`config.mk`:
```
export PLATFORM = sky130hd
export DESIGN_NAME = wb_queue_flat
export DESIGN_NICKNAME = d
export VERILOG_FILES = /design/src/rtl/wb_pkg.sv /design/src/rtl/wb_queue_if.sv /design/src/rtl/wb_fifo.sv /design/src/rtl/wb_queue.sv /design/src/flat_wrapper.sv
export SDC_FILE = /design/constraint.sdc
export NUM_CORES = 1
export LEC_CHECK = 0
export ABC_AREA = 1
export CAP_MARGIN = 10
export CORE_ASPECT_RATIO = 0.8
export CORE_MARGIN = 4
export CORE_UTILIZATION = 50
export DETAILED_ROUTE_END_ITERATION = 10
export PLACE_DENSITY = 0.72
export SYNTH_ARGS = -nofsm -noshare
export SYNTH_HDL_FRONTEND = slang
export SYNTH_HIERARCHICAL = 1
export SYNTH_SLANG_ARGS = --single-unit
export TNS_END_PERCENT = 50
```
`constraint.sdc`:
```
create_clock -name clk -period 3.35 [get_ports clk]
set_input_delay 0.67 -clock clk [delete_from_list [all_inputs] [get_ports clk]]
set_output_delay 0.67 -clock clk [all_outputs]
set_load 0.05 [all_outputs]
```
`src/rtl/wb_pkg.sv`:
```
// Shared types and constants for the writeback queue.
// Request bundle carried from producers into the regfile port.
`timescale 1ns/1ps
package wb_pkg;
  localparam int DATA_W = 32;
  localparam int REG_W  = 5;

  localparam logic [REG_W-1:0] REG_ZERO = '0;

  typedef struct packed {
    logic              valid;
    logic [REG_W-1:0]  num;
    logic [DATA_W-1:0] data;
  } wb_req_t;
endpackage

```
`src/rtl/wb_queue_if.sv`:
```
// Long-latency writeback handshake (valid/ready with payload).
// The producer drives the master side; the queue is the slave.
`timescale 1ns/1ps
interface wb_queue_if;
  import wb_pkg::*;

  logic              lsu_valid;
  logic              lsu_ready;
  logic [REG_W-1:0]  lsu_num;
  logic [DATA_W-1:0] lsu_data;

  modport master (
    output lsu_valid,
    output lsu_num,
    output lsu_data,
    input  lsu_ready
  );

  modport slave (
    input  lsu_valid,
    input  lsu_num,
    input  lsu_data,
    output lsu_ready
  );
endinterface

```
`src/rtl/wb_fifo.sv`:
```
// Circular buffer of writeback requests with kill-by-num
// and a youngest-match lookup for two read ports.
`timescale 1ns/1ps
module wb_fifo
  import wb_pkg::*;
#(
  parameter int DEPTH = 4
) (
  input  logic                   clk,
  input  logic                   rst_n,
  input  logic                   push,
  input  wb_req_t                push_req,
  input  logic                   pop,
  input  logic                   kill_en,
  input  logic [REG_W-1:0]       kill_num,
  output wb_req_t                head_req,
  output logic                   empty,
  output logic                   full,
  input  logic [1:0][REG_W-1:0]  look_num,
  output logic [1:0]             look_hit,
  output logic [1:0][DATA_W-1:0] look_data
);
  localparam int PTR_W = $clog2(DEPTH);

  wb_req_t            mem_q [DEPTH];
  wb_req_t            mem_d [DEPTH];
  logic [PTR_W-1:0]   head_q, head_d;
  logic [PTR_W-1:0]   tail_q, tail_d;
  logic [PTR_W:0]     cnt_q, cnt_d;

  assign head_req = mem_q[head_q];
  assign empty    = (cnt_q == '0);
  assign full     = (cnt_q == (PTR_W+1)'(DEPTH));

  always_comb begin
    mem_d  = mem_q;
    head_d = head_q;
    tail_d = tail_q;
    cnt_d  = cnt_q;
    // Kill before push so a same-cycle enqueue to kill_num survives.
    if (kill_en) begin
      for (int i = 0; i < DEPTH; i++) begin
        if (mem_q[i].num == kill_num) mem_d[i].valid = 1'b0;
      end
    end
    if (pop) head_d = head_q + 1'b1;
    if (push) begin
      mem_d[tail_q] = push_req;
      tail_d = tail_q + 1'b1;
    end
    unique case ({push, pop})
      2'b10:   cnt_d = cnt_q + 1'b1;
      2'b01:   cnt_d = cnt_q - 1'b1;
      default: cnt_d = cnt_q;
    endcase
  end

  // Scan oldest to youngest; the last match found wins.
  always_comb begin
    look_hit  = '0;
    look_data = '0;
    for (int p = 0; p < 2; p++) begin
      for (int i = 0; i < DEPTH; i++) begin
        if (((PTR_W+1)'(i) < cnt_q) &&
            mem_q[head_q + PTR_W'(i)].valid &&
            (mem_q[head_q + PTR_W'(i)].num == look_num[p])) begin
          look_hit[p]  = 1'b1;
          look_data[p] = mem_q[head_q + PTR_W'(i)].data;
        end
      end
    end
  end

  always_ff @(posedge clk) begin
    if (!rst_n) begin
      mem_q  <= '{default: '0};
      head_q <= '0;
      tail_q <= '0;
      cnt_q  <= '0;
    end else begin
      mem_q  <= mem_d;
      head_q <= head_d;
      tail_q <= tail_d;
      cnt_q  <= cnt_d;
    end
  end
endmodule

```
`src/rtl/wb_queue.sv`:
```
// Writeback initiator: ALU path wins the regfile port, long-latency
// results wait in a FIFO; decode can forward uncommitted values.
`timescale 1ns/1ps
module wb_queue
  import wb_pkg::*;
#(
  parameter int DEPTH = 4
) (
  input  logic              clk,
  input  logic              rst_n,
  input  logic              alu_valid,
  input  logic [REG_W-1:0]  alu_num,
  input  logic [DATA_W-1:0] alu_data,
  wb_queue_if.slave         lsu,
  output logic              rf_write_en,
  output logic [REG_W-1:0]  rf_write_num,
  output logic [DATA_W-1:0] rf_write_data,
  input  logic [REG_W-1:0]  read_num1,
  input  logic [REG_W-1:0]  read_num2,
  output logic              fwd_hit1,
  output logic              fwd_hit2,
  output logic [DATA_W-1:0] fwd_data1,
  output logic [DATA_W-1:0] fwd_data2
);
  logic                   alu_go;
  logic                   fifo_push;
  logic                   fifo_pop;
  logic                   fifo_empty;
  logic                   fifo_full;
  wb_req_t                push_req;
  wb_req_t                head_req;
  logic [1:0][REG_W-1:0]  look_num;
  logic [1:0]             look_hit;
  logic [1:0][DATA_W-1:0] look_data;
  logic [1:0]             fwd_hit;
  logic [1:0][DATA_W-1:0] fwd_data;

  logic              en_q, en_d;
  logic [REG_W-1:0]  num_q, num_d;
  logic [DATA_W-1:0] data_q, data_d;

  assign alu_go        = alu_valid && (alu_num != REG_ZERO);
  assign lsu.lsu_ready = rst_n && !fifo_full;
  assign fifo_push     = lsu.lsu_valid && lsu.lsu_ready &&
                         (lsu.lsu_num != REG_ZERO);
  assign fifo_pop      = !alu_go && !fifo_empty;
  assign push_req      = '{valid: 1'b1,
                           num:   lsu.lsu_num,
                           data:  lsu.lsu_data};
  assign look_num      = {read_num2, read_num1};

  wb_fifo #(.DEPTH(DEPTH)) u_fifo (
    .clk       (clk),
    .rst_n     (rst_n),
    .push      (fifo_push),
    .push_req  (push_req),
    .pop       (fifo_pop),
    .kill_en   (alu_go),
    .kill_num  (alu_num),
    .head_req  (head_req),
    .empty     (fifo_empty),
    .full      (fifo_full),
    .look_num  (look_num),
    .look_hit  (look_hit),
    .look_data (look_data)
  );

  // A killed head is retired silently; num/data keep their last value.
  always_comb begin
    en_d   = 1'b0;
    num_d  = num_q;
    data_d = data_q;
    if (alu_go) begin
      en_d   = 1'b1;
      num_d  = alu_num;
      data_d = alu_data;
    end else if (fifo_pop && head_req.valid) begin
      en_d   = 1'b1;
      num_d  = head_req.num;
      data_d = head_req.data;
    end
  end

  always_comb begin
    fwd_hit  = '0;
    fwd_data = '0;
    for (int p = 0; p < 2; p++) begin
      if (look_num[p] != REG_ZERO) begin
        if (look_hit[p]) begin
          fwd_hit[p]  = 1'b1;
          fwd_data[p] = look_data[p];
        end else if (en_q && (num_q == look_num[p])) begin
          fwd_hit[p]  = 1'b1;
          fwd_data[p] = data_q;
        end
      end
    end
  end

  always_ff @(posedge clk) begin
    if (!rst_n) begin
      en_q   <= 1'b0;
      num_q  <= '0;
      data_q <= '0;
    end else begin
      en_q   <= en_d;
      num_q  <= num_d;
      data_q <= data_d;
    end
  end

  assign rf_write_en   = en_q;
  assign rf_write_num  = num_q;
  assign rf_write_data = data_q;
  assign fwd_hit1      = fwd_hit[0];
  assign fwd_hit2      = fwd_hit[1];
  assign fwd_data1     = fwd_data[0];
  assign fwd_data2     = fwd_data[1];
endmodule

```
`src/flat_wrapper.sv`:
```
// flat-port wrapper written by rule: the top's interface ports become plain ports
module wb_queue_flat import wb_pkg::*;
#(
  parameter int DEPTH = 4
)
  (clk, rst_n, alu_valid, alu_num, alu_data, rf_write_en, rf_write_num, rf_write_data, read_num1, read_num2, fwd_hit1, fwd_hit2, fwd_data1, fwd_data2, lsu_lsu_valid, lsu_lsu_num, lsu_lsu_data, lsu_lsu_ready);
  wb_queue_if lsu_i ();
  input  logic clk;
  input  logic rst_n;
  input  logic alu_valid;
  input  logic [REG_W-1:0] alu_num;
  input  logic [DATA_W-1:0] alu_data;
  output logic rf_write_en;
  output logic [REG_W-1:0] rf_write_num;
  output logic [DATA_W-1:0] rf_write_data;
  input  logic [REG_W-1:0] read_num1;
  input  logic [REG_W-1:0] read_num2;
  output logic fwd_hit1;
  output logic fwd_hit2;
  output logic [DATA_W-1:0] fwd_data1;
  output logic [DATA_W-1:0] fwd_data2;
  input wire logic [$bits(lsu_i.lsu_valid)-1:0] lsu_lsu_valid;
  input wire logic [$bits(lsu_i.lsu_num)-1:0] lsu_lsu_num;
  input wire logic [$bits(lsu_i.lsu_data)-1:0] lsu_lsu_data;
  output wire logic [$bits(lsu_i.lsu_ready)-1:0] lsu_lsu_ready;
  assign lsu_i.lsu_valid = lsu_lsu_valid;
  assign lsu_i.lsu_num = lsu_lsu_num;
  assign lsu_i.lsu_data = lsu_lsu_data;
  assign lsu_lsu_ready = lsu_i.lsu_ready;
  wb_queue #(.DEPTH(DEPTH)) u_core (.clk(clk), .rst_n(rst_n), .alu_valid(alu_valid), .alu_num(alu_num), .alu_data(alu_data), .lsu(lsu_i), .rf_write_en(rf_write_en), .rf_write_num(rf_write_num), .rf_write_data(rf_write_data), .read_num1(read_num1), .read_num2(read_num2), .fwd_hit1(fwd_hit1), .fwd_hit2(fwd_hit2), .fwd_data1(fwd_data1), .fwd_data2(fwd_data2));
endmodule
```
==> Word level (Yosys, flattened, before mapping) <==
Index checks and enable logic that the tools add are counted.
Widths: inputs -> output; s select.
{ "totals": {"ff_bits": 197, "in_bits": 88} }
{ "classes": {"n_addsub": 6, "n_lt_le_gt_ge": 10, "eq_ne": 17, "n_mux": 59, "n_bitwise": 5, "n_reduce_logical": 31} }
{ "ops": {"columns": ["op", "count"], "rows": [
  ["$mux 32", 16],
  ["$mux 38", 9],
  ["$bmux 38 s2", 4],
  ["$bwmux 152", 1],
  ["$mux 152", 1],
  ["$demux 38 s2", 1],
  ["$eq 5x5->1", 14],
  ["$mux 1", 24],
  ["$logic_and 1x1->1", 21],
  ["$reduce_bool 5->1", 4],
  ["$ge 3x3->1 const B", 5],
  ["$not 2->3", 5],
  ["$mux 5", 2],
  ["$lt 1x3->1 const A", 2],
  ["$lt 2x3->1 const A", 2],
  ["$pmux 3 s2", 1],
  ["$add 2x1->2 const B", 2],
  ["$add 2x2->2 const B", 2],
  ["$reduce_bool 2->1", 2],
  ["$add 3x1->3 const B", 1],
  ["$eq 3x3->1 const B", 1],
  ["$logic_not 1->1", 3],
  ["$logic_not 3->1", 1],
  ["$lt 3x1->1 const B", 1],
  ["other kinds (3)", 3]
]} }

==> Logic depth before layout (Yosys ltp) <==
{ "logic_depth": {"depth_word": 12, "depth_mapped": 19, "depth_no_buf": 17} }

==> Cells and area by module <==
The synthesis kept the hierarchy.
{ "modules_own_cells": {"columns": ["module", "n_inst", "cells_each", "area_each_um2", "seq_area_each_um2"], "rows": [
  ["wb_fifo", 1, 2535, 13621.8, 3183.1],
  ["wb_queue", 1, 513, 3524.6, 760.7]
]} }

==> Least setup slack after synthesis <==
No wires, ideal clock.
{ "synth_timing": {"kind": "register to output", "start": "register u_core.u_fifo.head_q[1]", "end": "output fwd_data2[1]", "arrival_time_ns": 2.806, "setup_slack_ns": -0.126, "stages_incl_launch_ff": 17, "path_buffers": 5, "path_cell_list": "dfxtp_1 buf_4 inv_2 nand2_2 nand2_4 buf_6 nand2_1 a21oi_1 nand2_1 nor2_1 nand3_2 buf_4 nand4_1 buf_2 buf_2 mux2i_1 nor2_1"} }
{ "synth_between": {"elab_chain_len": 12, "word_cells_on_any_way": 41} }
{ "synth_lines": {"columns": ["item", "line", "source"], "rows": [
  ["start, declared", "wb_fifo.sv:27", "logic [PTR_W-1:0] head_q, head_d;"],
  ["start signal, assigned", "wb_fifo.sv:77", "head_q <= '0;"],
  ["start signal, assigned", "wb_fifo.sv:82", "head_q <= head_d;"],
  ["$add 2x1->2 or $not 2->3 (tied branches)", "wb_fifo.sv:65, wb_fifo.sv:66", null],
  ["$not 2->3 (implied by the code) or $bmux 38 s2 (tied branches)", "wb_fifo.sv:65, wb_fifo.sv:66", null],
  ["$bmux 38 s2 or $mux 38 (tied branches)", "wb_fifo.sv:65, wb_fifo.sv:66, wb_fifo.sv:68", null],
  ["$mux 38 (implied by the code)", "wb_fifo.sv:68", "look_data[p] = mem_q[head_q + PTR_W'(i)].data;"],
  ["$mux 38 (implied by the code), or another cell as far along", "wb_fifo.sv:68", null],
  ["$eq 5x5->1, or another cell as far along", "wb_fifo.sv:66", "(mem_q[head_q + PTR_W'(i)].num == look_num[p])) begin"],
  ["$logic_and 1x1->1 or $mux 1 (tied branches)", "wb_fifo.sv:65, wb_fifo.sv:64", null],
  ["$mux 1 (2 in series)", "wb_fifo.sv:64", "if (((PTR_W+1)'(i) < cnt_q) &&"],
  ["$mux 1 (*)", "wb_fifo.sv:64", null],
  ["named net u_core.look_hit[1]", "wb_queue.sv:33", "logic [1:0] look_hit;"],
  ["$mux 32 (*)", "wb_queue.sv:89", "if (look_hit[p]) begin"],
  ["$mux 32 (*)", "wb_queue.sv:88", "if (look_num[p] != REG_ZERO) begin"],
  ["end, declared", "flat_wrapper.sv:21", "output logic [DATA_W-1:0] fwd_data2;"]
]} }
The timed path passes the listed nets; every way through them passes the cells marked *. The select of a mux whose other input is x is not followed.

==> Worst setup path after layout <==
{ "layout_timing": {"start": "register u_core.u_fifo.head_q[0]", "end": "output fwd_data2[9]"} }
The elaborated chain is that of the path after synthesis.

==> impl_metrics.json <==
{
  "synth_commonest_cells": "nand2_1 (889), o21ai_0 (388), nor2_1 (370)",
  "die_h_um": 174,
  "clkSlewWorstSetupHoldPaths_ns": 0.08,
  "ys_types": 38,
  "synth_ff_type": "dfxtp_1",
  "path_max_fanout": 22,
  "async_flop_share": 0,
  "worst-path-buf-inv": 6,
  "pwr-share-seq": 0.186,
  "worstPathArrival_ns": 3.20,
  "antenna_found_initial": 3,
  "syn_area_per_cell_sq_um": 5.63,
  "die-area_sq_mm": 0.0373,
  "wire_per_inst_um": 19.2,
  "layout_setup_ws_ns": -0.519,
  "relSlewSlack": 0.434,
  "cts_sinks": 197,
  "cts_tree": "built",
  "dieWidth_um": 215,
  "worstSetupStartpointType": "flip-flop",
  "syn_area_sq_mm": 0.0171,
  "p_sw_frac": 0.514,
  "min_path_type": "reg -> reg",
  "cts_buffers": 17,
  "yosysWarningCount": 6,
  "initialDrtViolationCount": 3123,
  "cap_viol_max_count": 0,
  "gp_congestion": 1.03,
  "yosysMostFrequentCell": "nand2_1",
  "grt_pass1_vias": 17767,
  "skew_ns": 0.0244,
  "cpMostUsedCell": "buf_12",
  "tns_ns": -28.12,
  "status": "finished, violations left",
  "fin_nets": 3422,
  "fp-row-count": 60,
  "cp_top_family": "buffers and inverters",
  "seqCellArea_sq_mm": 0.00395,
  "rsz0062_at_grt": "true",
  "hold_violations": 0,
  "power_frac_clock": 0.155,
  "syn_inst": 3048,
  "grt-ovfl-total": 0,
  "setup_viol": 66,
  "worstMarginPinSlew_ns": 0.849,
  "ant_nets": 0,
  "coreArea_sq_mm": 0.0337,
  "p_leak_nw": 11.4,
  "dpl.hpwl_mm": 52.3,
  "ys_seq_area_frac": 0.230,
  "htreeDepth": 4,
  "syn_to_final_growth_pct": 35.5,
  "power_switching_w": 0.00747,
  "failed_checks": "setup timing",
  "drive_above_1_share": 0.176,
  "io_buffers": 192,
  "nFillCells": 2960,
  "slowest_stage": "dfxtp_4",
  "max_freq_ghz": 0.258,
  "synth_top_area_frac": 0.230,
  "p_comb_frac": 0.658,
  "intPower_w": 0.00705,
  "grtUsageTotal": 0.361,
  "viasPerCell": 5.56,
  "grt_pass1_wl_mm": 107,
  "grt_max_degree": 125,
  "total_power_w": 0.0145,
  "yosys.area.top_type": "dfxtp_1",
  "ir_drop_v": 0.000521,
  "initial_core_util": 0.509,
  "drt-pass1-iter-count": 6,
  "vias": 20993,
  "finalCritPeriodShare": 1.15,
  "cts_root_buf": "clkbuf_16",
  "whs_ns": 0.479,
  "max_stage_delay_ns": 0.40,
  "clockBufferDepth": 2,
  "path_cells": "buf_12, o21ai_0, buf_4, o21ai_4, xor2_1, nor2_1, nand3_2, nand4_1, inv_1, nand2_1, nand2_2, buf_12, buf_4, nor2_2, buf_12",
  "critical_path_class": "reg -> out",
  "end_kind": "output port",
  "synth_seq_cells": 197,
  "min_period_ns": 3.87,
  "powerDensity_mw_per_mm2": 625,
  "antenna_cells": 0,
  "wirelength_mm": 72.5,
  "drc": 0,
  "final_max_slew_viol_count": 0,
  "worstSkewPairLatency_ns": 0.46,
  "synth_enable_flop_cells": 0,
  "crit_required_ns": 2.68,
  "synth_area_leaders": "dfxtp_1 (23%), nand2_1 (19%), o21ai_0 (11%)",
  "holdBufCountCts": 0,
  "multi_input_area_sq_mm": 0.0113,
  "io_pins": 193
}
per-stage QoR:
step	worst slack (ns)	instances	util	cell area, sq um
3_3_place_gp	-0.302	3713	0.635	21400
4_1_cts	-0.404	3755	0.669	22600
3_5_place_dp	-0.311	3713	0.635	21400
2_1_floorplan	-0.0988	3051	-	17200
6_report	-0.519	3773	0.689	23200
5_1_grt	-0.590	3773	0.689	23200
path summary, 6_finish.rpt:
check                          start                      to  slack, ns  cells after the start
min                        flip-flop               flip-flop       0.48                      2
max reg2reg   u_core/u_fifo/cnt_q[0]  u_core/u_fifo/cnt_q[2]       0.85                     14
max          u_core/u_fifo/head_q[0]            fwd_data2[9]      -0.52                     15
min reg2reg                flip-flop               flip-flop       0.48                      2
cells in the final DEF, fill, tap and decap left out, drive strengths merged, types with 2 or more instances in the layout:
cell type / n
o21a: 3
nor3: 3
clkbuf: 24
a21oi: 139
o22ai: 10
ha: 8
nand3: 170
a211oi: 2
mux2i: 64
dfxtp: 197
buf: 337
clkinv: 5
nand4: 37
o21ai: 427
nand3b: 38
inv: 382
nand2: 902
clkdlybuf4s50: 124
a221oi: 6
conb: 4
xor2: 11
nor2: 437
or2: 4
cells by family after synthesis:
family / share of synthesized area
AO/OA/AOI/OAI: 0.176
other: 0.000219
adder cells (fa/ha/maj): 0.00584
buffers and inverters: 0.151
AND/OR/NAND/NOR: 0.394
XOR/XNOR: 0.00562
flip-flops: 0.230
multiplexers: 0.0374
power by group through the flow:
stage	sequential (W)	combinational (W)	clock, W
after global routing	0.00272	0.0102	0.00236
after global placement	0.00271	0.00830	0
after floorplan	0.00284	0.00453	0
after CTS	0.00268	0.00869	0.00228
after detailed placement	0.00272	0.00841	0
final	0.00270	0.00956	0.00226
per-layer routing:
metal / global-route usage / vias up / part of all wire
met5: 0 / - / 0.00061
met4: 0.0467 / 6 / 0.013
met3: 0.135 / 81 / 0.16
met2: 0.459 / 1335 / 0.37
met1: 0.577 / 9423 / 0.46
li1: - / 10148 / -
repair_timing:
| action | CTS | global route |
|---|---|---|
| resized for setup | 80 | 109 |
| pin swaps | 11 | 13 |
| gates cloned | 5 | 8 |
| setup endpoints to repair | 66 | 66 |
| buffers inserted | 5 | 10 |
cell type report:
class                           count  share of cell area
Multi-Input combinational cell   2267               0.485
Sequential cell                   197               0.170
Clock buffer                       18              0.0185
Tap cell                          434              0.0234
Inverter                          375              0.0610
Timing Repair Buffer              468               0.234
Clock inverter                     14             0.00851
worst register-to-register path, delay by kind of cell, from the launching register on:
kind,cells,cell delay (ns)
buffers and inverters,5,0.52
AND/OR/NAND/NOR,4,0.62
flip-flops,1,0.34
AO/OA/AOI/OAI,3,0.36
adder cells (fa/ha/maj),2,0.56
Note: power is estimated with default switching activity, not from simulation.
